File: src/rtl/branch_resolve_unit.sv
// EX-stage branch resolver: evaluates MIPS branch conditions, registers the taken
// decision, and drives the one-cycle PC select and a stall-aware multi-cycle flush.
// Optional accept/taken counters when BRANCH_RESOLVE_STATS_EN is defined.
module branch_resolve_unit #(
  parameter int WIDTH        = 32,
  parameter int FLUSH_CYCLES = 2
) (
  input  logic             Clk,
  input  logic             Reset_n,
  input  logic             Valid,
  input  logic             Stall,
  input  logic [2:0]       BranchOp,
  input  logic [WIDTH-1:0] A,
  input  logic [WIDTH-1:0] B,
  output logic             Taken,
  output logic             PCSrc,
  output logic             Flush,
  output logic             Busy
`ifdef BRANCH_RESOLVE_STATS_EN
  ,
  output logic [31:0]      BranchCount,
  output logic [31:0]      TakenCount
`endif
);

  localparam int CW = (FLUSH_CYCLES < 1) ? 1 : $clog2(FLUSH_CYCLES + 1);
  localparam logic [CW-1:0] CNT_LOAD = CW'(FLUSH_CYCLES);

  typedef enum logic [2:0] {
    OP_BEQ    = 3'b000,
    OP_BNE    = 3'b001,
    OP_BLEZ   = 3'b010,
    OP_BGTZ   = 3'b011,
    OP_BLTZ   = 3'b100,
    OP_BGEZ   = 3'b101,
    OP_ALWAYS = 3'b110,
    OP_NEVER  = 3'b111
  } branch_op_e;

  typedef enum logic {
    S_IDLE  = 1'b0,
    S_FLUSH = 1'b1
  } state_e;

  state_e        state, state_nxt;
  logic [CW-1:0] cnt, cnt_nxt;
  logic          taken_q, taken_nxt;
  logic          pcsrc_q, pcsrc_nxt;
  logic          cond;
  logic          accept;
  logic          a_neg, a_zero;

  // Signed tests only need the sign bit and a zero detect; no subtractor.
  assign a_neg  = A[WIDTH-1];
  assign a_zero = (A == '0);

  always_comb begin
    cond = 1'b0;
    case (branch_op_e'(BranchOp))
      OP_BEQ:    cond = (A == B);
      OP_BNE:    cond = (A != B);
      OP_BLEZ:   cond = a_neg | a_zero;
      OP_BGTZ:   cond = ~a_neg & ~a_zero;
      OP_BLTZ:   cond = a_neg;
      OP_BGEZ:   cond = ~a_neg;
      OP_ALWAYS: cond = 1'b1;
      OP_NEVER:  cond = 1'b0;
      default:   cond = 1'b0;
    endcase
  end

  // Valid arriving while flushing belongs to a squashed instruction.
  assign accept = Valid & ~Stall & (state == S_IDLE);

  always_comb begin
    state_nxt = state;
    cnt_nxt   = cnt;
    taken_nxt = 1'b0;
    pcsrc_nxt = 1'b0;
    case (state)
      S_IDLE: begin
        if (accept && cond) begin
          state_nxt = S_FLUSH;
          cnt_nxt   = CNT_LOAD;
          taken_nxt = 1'b1;
          pcsrc_nxt = 1'b1;
        end
      end
      S_FLUSH: begin
        if (!Stall) begin
          if (cnt == CW'(1)) begin
            state_nxt = S_IDLE;
            cnt_nxt   = '0;
          end else begin
            cnt_nxt = cnt - CW'(1);
          end
        end
      end
      default: begin
        state_nxt = S_IDLE;
        cnt_nxt   = '0;
      end
    endcase
  end

  always_ff @(posedge Clk or negedge Reset_n) begin
    if (!Reset_n) begin
      state   <= S_IDLE;
      cnt     <= '0;
      taken_q <= 1'b0;
      pcsrc_q <= 1'b0;
    end else begin
      state   <= state_nxt;
      cnt     <= cnt_nxt;
      taken_q <= taken_nxt;
      pcsrc_q <= pcsrc_nxt;
    end
  end

  assign Taken = taken_q;
  assign PCSrc = pcsrc_q;
  assign Flush = (state == S_FLUSH);
  assign Busy  = (state == S_FLUSH);

`ifdef BRANCH_RESOLVE_STATS_EN
  logic [31:0] branch_cnt, taken_cnt;

  // Accept already excludes stalled cycles, so the counters hold during Stall.
  always_ff @(posedge Clk or negedge Reset_n) begin
    if (!Reset_n) begin
      branch_cnt <= '0;
      taken_cnt  <= '0;
    end else if (accept) begin
      if (branch_cnt != 32'hFFFF_FFFF) branch_cnt <= branch_cnt + 32'd1;
      if (cond && taken_cnt != 32'hFFFF_FFFF) taken_cnt <= taken_cnt + 32'd1;
    end
  end

  assign BranchCount = branch_cnt;
  assign TakenCount  = taken_cnt;
`endif

endmodule

File: config.mk
export PLATFORM = sky130hd
export DESIGN_NAME = branch_resolve_unit
export DESIGN_NICKNAME = d
export VERILOG_FILES = /design/src/rtl/branch_resolve_unit.sv
export SDC_FILE = /design/constraint.sdc
export NUM_CORES = 1
export LEC_CHECK = 0
export CAP_MARGIN = 20
export CORE_ASPECT_RATIO = 0.9
export CORE_MARGIN = 5
export CORE_UTILIZATION = 32
export DETAILED_ROUTE_END_ITERATION = 10
export PLACE_DENSITY = 0.86
export SYNTH_ARGS = -nofsm -noshare
export SYNTH_HDL_FRONTEND = slang
export SYNTH_SLANG_ARGS = --single-unit
File: constraint.sdc
create_clock -name Clk -period 3.4 [get_ports Clk]
set_clock_uncertainty 0.15 [all_clocks]
set_input_delay 0.68 -clock Clk [delete_from_list [all_inputs] [get_ports Clk]]
set_output_delay 0.68 -clock Clk [all_outputs]
set_load 0.005 [all_outputs]
==> results of run 1 <==
## critical path, cell delays in order
cell	delay (ns)
clkdlybuf4s50_1	0.45
xor2_1	0.16
nor4_1	0.37
nand4_1	0.18
o21ai_2	0.24
mux2_4	0.33
nand3_2	0.07
## routing by layer
layer  routed length, um  vias to the layer above
met5                   0                        -
met3                 347                       11
li1                    -                      482
met4                 106                        0
met2                1470                       57
met1                 917                      423
## how the worst max path moves through the flow
| stage | start | endpoint | slack [ns] | cells after the start |
|---|---|---|---|---|
| after CTS | A[25] | Busy$_DFF_PN0_ | 0.94 | 7 |
| after global placement | A[25] | cnt[1]$_DFFE_PN0P_ | 0.71 | 7 |
| after global routing | A[25] | cnt[0]$_DFFE_PN0P_ | 0.81 | 7 |
| final | A[25] | Busy$_DFF_PN0_ | 0.94 | 7 |
| after floorplan | A[2] | cnt[1]$_DFFE_PN0P_ | 1.37 | 6 |
| after detailed placement | A[25] | Busy$_DFF_PN0_ | 0.70 | 7 |
## synthesized netlist by cell type (2+ instances only)
library cell / number / area, um2
nor4_1: 11 / 68.8
nand2_1: 4 / 15.0
nand3_1: 5 / 25.0
nor4_2: 4 / 50.1
nor2_1: 5 / 18.8
nand4_1: 3 / 18.8
inv_1: 3 / 11.3
nor3_1: 3 / 15.0
xor2_1: 32 / 280
o21ai_0: 4 / 20.0
buf_4: 2 / 15.0
dfrtp_1: 4 / 100
## cells by family (layout without fill, tap and decap cells)
kind of cell               after synthesis  after routing  share of synthesized area
xor gates and xnor gates                32             32                      0.369
buffers and inverters                    5             80                     0.0346
and+or+nand+nor                         41             41                      0.343
adders and majority gates                1              1                     0.0165
AOI/OAI and AO/OA                        7              7                     0.0725
DFF                                      4              4                      0.132
muxes                                    2              2                     0.0329
## flip-flops by register name, summed over array words and instances (netlist names)
| signal | flops |
|---|---|
| cnt | 2 |
| Busy | 1 |
| PCSrc | 1 |
## cell type report
| class | instances | area, um2 | share of cell area |
|---|---|---|---|
| Sequential cell | 4 | 100 | 0.0649 |
| Tap cell | 27 | 33.8 | 0.0219 |
| Multi-Input combinational cell | 83 | 633 | 0.411 |
| Inverter | 3 | 11.3 | 0.00731 |
| Timing Repair Buffer | 74 | 741 | 0.481 |
| Clock buffer | 3 | 22.5 | 0.0146 |
## placed cells by master (no fill, tap or decap), types with 3 or more instances in the layout
master	instances
clkdlybuf4s50_1	74
xor2_1	32
nor4_1	11
nor2_1	5
nand3_1	5
dfrtp_1	4
o21ai_0	4
nor4_2	4
nand2_1	4
inv_1	3
nand4_1	3
nor3_1	3
clkbuf_4	3
## power groups by stage
| stage | clock network [W] | registers, W | logic (W) |
|---|---|---|---|
| final | 0.0000608 | 0.0000837 | 0.000236 |
| after global routing | 0.0000620 | 0.0000875 | 0.000261 |
| after floorplan | 0 | 0.0000810 | 0.0000983 |
| after CTS | 0.0000632 | 0.0000845 | 0.000239 |
| after detailed placement | 0 | 0.0000852 | 0.000238 |
| after global placement | 0 | 0.0000818 | 0.000228 |
## stage by stage
stage	setup slack, ns	hold slack, ns	power (W)
final	0.936	0.454	0.000380
after global routing	0.810	0.512	0.000410
after CTS	0.936	0.463	0.000387
after detailed placement	0.697	0.448	0.000323
after global placement	0.709	0.444	0.000310
after floorplan	1.37	0.234	0.000179
==> metrics.txt, run 1 <==
# TYPE chip_impl_metric gauge
chip_impl_metric{name="remaining_drc_errors",unit=""} 0
chip_impl_metric{name="clock_insertion_delay_worst_skew",unit="ns"} 0.24
chip_impl_metric{name="cp_data_required_time",unit="ns"} 3.42
chip_impl_info{name="clock_root_buffer",value="clkbuf_4"} 1
chip_impl_metric{name="peakVddDrop",unit="V"} 0.000223
chip_impl_info{name="crit_type",value="in -> reg"} 1
chip_impl_info{name="holdCritPathClass",value="reg -> reg"} 1
chip_impl_metric{name="pin_count_of_the_biggest_net_entering_global_routing",unit=""} 7
chip_impl_metric{name="avgSynthCellArea",unit="um2"} 8.26
chip_impl_metric{name="internal_portion_of_total_power",unit="W"} 0.000249
chip_impl_metric{name="clockPowerShare",unit=""} 0.160
chip_impl_metric{name="layoutNonFillerInstCount",unit=""} 194
chip_impl_metric{name="drv_slew",unit=""} 0
chip_impl_info{name="cts_tree",value="done"} 1
chip_impl_metric{name="post-cts-setup-buffer-count",unit=""} 0
chip_impl_metric{name="routed-via-count",unit=""} 973
chip_impl_info{name="gr-max-usage-layer",value="met2"} 1
chip_impl_metric{name="io_pins",unit=""} 75
chip_impl_metric{name="max_slew.worst_pin.slew",unit="ns"} 0.360
chip_impl_info{name="grt_setup_unrepaired",value="false"} 1
chip_impl_metric{name="grt_util_met2",unit=""} 0.307
chip_impl_metric{name="cts_max_level",unit=""} 1
chip_impl_metric{name="yosysSeqAreaShare",unit=""} 0.132
chip_impl_metric{name="grt_util_met3",unit=""} 0.0580
chip_impl_metric{name="r2r_setup_slack",unit="ns"} 1.93
chip_impl_metric{name="grt_first_pass_wirelength",unit="mm"} 4.33
chip_impl_metric{name="share_of_flip_flops_with_an_asynchronous_set_or_reset",unit=""} 1.00
chip_impl_metric{name="max-slew-margin-rel",unit=""} 0.758
chip_impl_metric{name="final_area",unit="mm2"} 0.00154
chip_impl_metric{name="detailedRoute.firstIterationViolations",unit=""} 13
chip_impl_metric{name="antenna_violations_before_repair",unit=""} 0
chip_impl_metric{name="share_comb_of_total_power",unit=""} 0.620
chip_impl_metric{name="switching_share",unit=""} 0.346
chip_impl_metric{name="gp_congestion",unit=""} 0.767
chip_impl_info{name="worst_r2r_startpoint",value="Busy$_DFF_PN0_"} 1
chip_impl_info{name="end_of_the_worst_register_to_register_path",value="cnt[0]$_DFFE_PN0P_"} 1
chip_impl_metric{name="p_switching",unit="W"} 0.000131
chip_impl_metric{name="floorplan.die_area",unit="mm2"} 0.00345
chip_impl_info{name="end_kind",value="flop"} 1
chip_impl_metric{name="portBuffers",unit=""} 74
chip_impl_metric{name="clock_path_buffers",unit=""} 2
chip_impl_metric{name="ff2ff_path_depth",unit=""} 6
chip_impl_info{name="critical_path.startpoint_type",value="input port"} 1
chip_impl_metric{name="timing.final.crit_period",unit="ns"} 2.46
chip_impl_metric{name="report.final.hold_viol_count",unit=""} 0
chip_impl_metric{name="antenna_violating_nets_post_route",unit=""} 0
chip_impl_metric{name="timing.hold.worst_path_depth",unit=""} 4
chip_impl_metric{name="path_clk_slew",unit="ns"} 0.04
chip_impl_metric{name="std_cell_rows",unit=""} 16
chip_impl_metric{name="layout.filler_cells",unit=""} 172
chip_impl_info{name="outcome",value="finished clean"} 1
chip_impl_metric{name="ys_types",unit=""} 24
chip_impl_metric{name="detailedRoute.firstPassIterationCount",unit=""} 2
chip_impl_metric{name="drv_cap",unit=""} 0
chip_impl_metric{name="netlist_area",unit="um2"} 759
chip_impl_metric{name="floorplan.initialDensity",unit=""} 0.342
chip_impl_metric{name="power_frac_seq",unit=""} 0.220
chip_impl_metric{name="yosys_warnings",unit=""} 0
chip_impl_metric{name="cts_hold_repair.buffers",unit=""} 0
chip_impl_metric{name="report.final.setup_viol",unit=""} 0
chip_impl_metric{name="n_antenna_cell",unit=""} 0
chip_impl_metric{name="drive_above_1_share",unit=""} 0.0898
chip_impl_metric{name="crit_path_max_fanout",unit=""} 4
chip_impl_metric{name="clock_sinks",unit=""} 4
chip_impl_metric{name="fp.dieW",unit="um"} 61.4
chip_impl_metric{name="placeableCoreArea",unit="mm2"} 0.00222
chip_impl_metric{name="syn_nets",unit=""} 164
chip_impl_metric{name="route.final.wire_length",unit="mm"} 2.84
chip_impl_metric{name="utilization",unit=""} 0.694
chip_impl_metric{name="fin_tns_setup",unit="ns"} 0
chip_impl_metric{name="via_count_of_the_first_global_routing_pass",unit=""} 1102
chip_impl_metric{name="ys_ff_latch",unit=""} 4
chip_impl_metric{name="ctsResizeCount",unit=""} 0
chip_impl_metric{name="route.detailed.wl_per_inst",unit="um"} 14.7
chip_impl_metric{name="fin_crit_sh",unit=""} 0.725
chip_impl_metric{name="grtUsageMet1",unit=""} 0.147
chip_impl_metric{name="fmaxAchievable",unit="MHz"} 406
chip_impl_metric{name="dpl.hpwl",unit="mm"} 2.75
chip_impl_metric{name="height_of_the_die",unit="um"} 56.2
chip_impl_metric{name="power.leakage",unit="nW"} 0.591
chip_impl_metric{name="placed_cells_incl_taps",unit=""} 191
chip_impl_info{name="ys_dominant_reg_cell",value="dfrtp_1"} 1
chip_impl_metric{name="num-nets-final",unit=""} 241
chip_impl_metric{name="cts_buffers",unit=""} 3
chip_impl_metric{name="synth_edf_count",unit=""} 0
chip_impl_metric{name="placed_area",unit="mm2"} 0.00152
chip_impl_info{name="hold_path_end",value="cnt[1]$_DFFE_PN0P_"} 1
chip_impl_metric{name="detail_route.vias_per_cell",unit=""} 5.02
chip_impl_metric{name="global_route.overflow_total",unit=""} 0
chip_impl_metric{name="power_density_over_the_cells",unit="mW/mm2"} 247
chip_impl_metric{name="layout-area-overhead-vs-synth",unit="%"} 103
chip_impl_metric{name="critical_path_arrival",unit="ns"} 2.49
chip_impl_info{name="hold_path.startpoint",value="cnt[1]$_DFFE_PN0P_"} 1
chip_impl_metric{name="grt_usage",unit=""} 0.163
chip_impl_metric{name="postSynthCellCount",unit=""} 92
No activity file was read; power rests on OpenSTA's default activity.
==> inputs of run 2 (changes only) <==
--- a/config.mk
+++ b/config.mk
@@ -8,9 +8,9 @@
 export CAP_MARGIN = 20
 export CORE_ASPECT_RATIO = 0.9
 export CORE_MARGIN = 5
-export CORE_UTILIZATION = 32
+export CORE_UTILIZATION = 30
 export DETAILED_ROUTE_END_ITERATION = 10
-export PLACE_DENSITY = 0.86
+export PLACE_DENSITY = 0.82
 export SYNTH_ARGS = -nofsm -noshare
 export SYNTH_HDL_FRONTEND = slang
 export SYNTH_SLANG_ARGS = --single-unit
==> constraint.sdc (replaced) <==
create_clock -name Clk -period 2.4 [get_ports Clk]
set_clock_uncertainty 0.15 [all_clocks]
set_input_delay 0.48 -clock Clk [delete_from_list [all_inputs] [get_ports Clk]]
set_output_delay 0.48 -clock Clk [all_outputs]
set_load 0.005 [all_outputs]
==> run 2 against run 1 <==
  * Final cell count is 2.1% higher
  * Power increased by 41%
  * Cell area grew 1.5%
  * Via count fell by 0.21%
  * Clock-buffer cell count unchanged
  * Routed wire length shrank 1.2%
  * Flip-flop and latch count unchanged
  * Worst hold slack worse by 0.16 ns
  * Sequential power grew 42%
  * Sequential share of layout area shrank 0.099 points
  * Utilization shrank 5.4 points
  * First-iteration DRC count up 23%
==> metrics.txt, run 2 (same netlist as run 1, synthesis figures left out) <==
# TYPE chip_impl_metric gauge
chip_impl_info{name="outcome",value="finished clean"} 1
chip_impl_metric{name="cts_buffers",unit=""} 3
chip_impl_metric{name="std_cell_rows",unit=""} 17
chip_impl_metric{name="drv_slew",unit=""} 0
chip_impl_metric{name="placed_area",unit="mm2"} 0.00154
chip_impl_metric{name="via_count_of_the_first_global_routing_pass",unit=""} 1087
chip_impl_info{name="crit_type",value="in -> reg"} 1
chip_impl_metric{name="n_antenna_cell",unit=""} 0
chip_impl_metric{name="placed_cells_incl_taps",unit=""} 195
chip_impl_info{name="layout.cells.most_common_list",value="74 x clkdlybuf4s50_1, 32 x xor2_1, 11 x nor4_1"} 1
chip_impl_info{name="crit_chain",value="clkdlybuf4s50_1 -> xor2_1 -> nor4_1 -> nand4_1 -> o21ai_2 -> mux2_4 -> nand3_1"} 1
chip_impl_metric{name="clock_insertion_delay_worst_skew",unit="ns"} 0.23
chip_impl_info{name="grt_setup_unrepaired",value="false"} 1
chip_impl_info{name="critical_path.startpoint_type",value="input port"} 1
chip_impl_metric{name="layoutNonFillerInstCount",unit=""} 198
chip_impl_metric{name="cts_hold_repair.buffers",unit=""} 0
chip_impl_metric{name="antenna_violating_nets_post_route",unit=""} 0
chip_impl_metric{name="timing.final.crit_period",unit="ns"} 2.25
chip_impl_metric{name="clock_sinks",unit=""} 4
chip_impl_metric{name="area_used_by_multi_input_combinational_logic",unit="um2"} 633
chip_impl_metric{name="grt_util_met3",unit=""} 0.0640
chip_impl_metric{name="num-nets-final",unit=""} 244
chip_impl_info{name="regMostFlops",value="cnt"} 1
chip_impl_metric{name="fin_crit_sh",unit=""} 0.937
chip_impl_metric{name="gp_congestion",unit=""} 0.796
chip_impl_info{name="final_common_cell",value="clkdlybuf4s50_1"} 1
chip_impl_info{name="holdCritPathClass",value="in -> async"} 1
chip_impl_metric{name="global_route.overflow_total",unit=""} 0
chip_impl_metric{name="route.final.wire_length",unit="mm"} 2.81
chip_impl_metric{name="power.leakage",unit="nW"} 0.606
chip_impl_metric{name="grt_first_pass_wirelength",unit="mm"} 4.43
chip_impl_metric{name="report.final.hold_viol_count",unit=""} 0
chip_impl_metric{name="layout-area-overhead-vs-synth",unit="%"} 106
chip_impl_metric{name="grtUsageMet1",unit=""} 0.141
chip_impl_metric{name="placeableCoreArea",unit="mm2"} 0.00245
chip_impl_metric{name="max_slew.worst_pin.slew",unit="ns"} 0.352
chip_impl_metric{name="critPathBufInv",unit=""} 1
chip_impl_metric{name="max-slew-margin-rel",unit=""} 0.763
chip_impl_metric{name="max_stage_delay",unit="ns"} 0.43
chip_impl_metric{name="detail_route.vias_per_cell",unit=""} 4.90
chip_impl_metric{name="peakVddDrop",unit="V"} 0.000352
chip_impl_metric{name="cp_data_required_time",unit="ns"} 2.41
chip_impl_metric{name="post-cts-setup-buffer-count",unit=""} 0
chip_impl_metric{name="layout.filler_cells",unit=""} 206
chip_impl_metric{name="path_clk_slew",unit="ns"} 0.04
chip_impl_metric{name="cts_max_level",unit=""} 1
chip_impl_metric{name="power_density_over_the_cells",unit="mW/mm2"} 343
chip_impl_info{name="gr-max-usage-layer",value="met2"} 1
chip_impl_metric{name="fmaxAchievable",unit="MHz"} 445
chip_impl_metric{name="floorplan.initialDensity",unit=""} 0.310
chip_impl_metric{name="detailedRoute.firstIterationViolations",unit=""} 16
chip_impl_metric{name="grt_util_met2",unit=""} 0.293
chip_impl_metric{name="report.final.setup_viol",unit=""} 0
chip_impl_metric{name="floorplan.die_area",unit="mm2"} 0.00364
chip_impl_metric{name="pin_count_of_the_biggest_net_entering_global_routing",unit=""} 7
chip_impl_metric{name="route.detailed.wl_per_inst",unit="um"} 14.2
chip_impl_metric{name="routed-via-count",unit=""} 971
chip_impl_metric{name="ctsResizeCount",unit=""} 0
chip_impl_metric{name="fp.dieW",unit="um"} 63.0
chip_impl_metric{name="io_pins",unit=""} 75
chip_impl_metric{name="r2r_setup_slack",unit="ns"} 0.97
chip_impl_metric{name="detailedRoute.firstPassIterationCount",unit=""} 4
chip_impl_metric{name="final_area",unit="mm2"} 0.00157
chip_impl_info{name="end_kind",value="flop"} 1
chip_impl_info{name="crit_path_top_delay_cell",value="clkdlybuf4s50_1"} 1
chip_impl_metric{name="largest_reg_flops",unit=""} 2
chip_impl_metric{name="remaining_drc_errors",unit=""} 0
chip_impl_info{name="clock_root_buffer",value="clkbuf_4"} 1
chip_impl_metric{name="height_of_the_die",unit="um"} 57.7
chip_impl_metric{name="crit_path_max_fanout",unit=""} 4
chip_impl_metric{name="final-seq-area",unit="um2"} 100
chip_impl_metric{name="grt_usage",unit=""} 0.151
chip_impl_metric{name="antenna_violations_before_repair",unit=""} 0
chip_impl_metric{name="dpl.hpwl",unit="mm"} 2.71
chip_impl_metric{name="drv_cap",unit=""} 0
chip_impl_metric{name="drive_above_1_share",unit=""} 0.106
chip_impl_metric{name="portBuffers",unit=""} 74
chip_impl_info{name="cts_tree",value="done"} 1
chip_impl_metric{name="clock_path_buffers",unit=""} 2
chip_impl_info{name="critPathTopFamily",value="simple AND/OR/NAND/NOR gates"} 1
chip_impl_metric{name="critical_path_arrival",unit="ns"} 2.26
run 2: power by group:
part / leakage [nW] / total, W / internal [W] / switching [W]
combinational: 0.544 / 0.000334 / 0.000206 / 0.000128
clock: 0.0138 / 0.0000838 / 0.0000560 / 0.0000278
sequential: 0.0483 / 0.000119 / 0.0000943 / 0.0000247
run 2: final timing paths:
path / from / to / depth (start not counted)
setup / recovery: A[14] / cnt[1]$_DFFE_PN0P_ / 7
hold / removal: Reset_n / cnt[0]$_DFFE_PN0P_ / 1
setup reg to reg: Busy$_DFF_PN0_ / cnt[1]$_DFFE_PN0P_ / 4
hold reg to reg: cnt[1]$_DFFE_PN0P_ / cnt[1]$_DFFE_PN0P_ / 4
max in group asynchronous: Reset_n / cnt[1]$_DFFE_PN0P_ / 1
min in group Clk: cnt[1]$_DFFE_PN0P_ / cnt[1]$_DFFE_PN0P_ / 4
run 2: metal layers:
layer | vias to the layer above | share of wire | routed length (um)
met3 | 4 | 0.14 | 382
met2 | 53 | 0.52 | 1460
met5 | - | 0 | 0
li1 | 490 | - | -
met4 | 0 | 0.012 | 33
met1 | 424 | 0.33 | 932
run 2: layout make-up:
type,count,share of cell area
Sequential cell,4,0.0639
Timing Repair Buffer,77,0.488
Multi-Input combinational cell,83,0.404
Clock buffer,3,0.0144
Tap cell,28,0.0224
Inverter,3,0.00719
run 2: metrics by stage:
stage          setup TNS [ns]  hold WS, ns  setup WS (ns)  total power (W)   util
6_report                    0        0.299          0.152         0.000537  0.640
5_1_grt                     0        0.305         0.0913         0.000583  0.640
4_1_cts                     0        0.303          0.152         0.000543  0.640
3_5_place_dp           -0.178        0.484        -0.0889         0.000457  0.631
3_3_place_gp          -0.0398        0.434        -0.0215         0.000442  0.631
2_1_floorplan               0       0.0344          0.575         0.000254      -
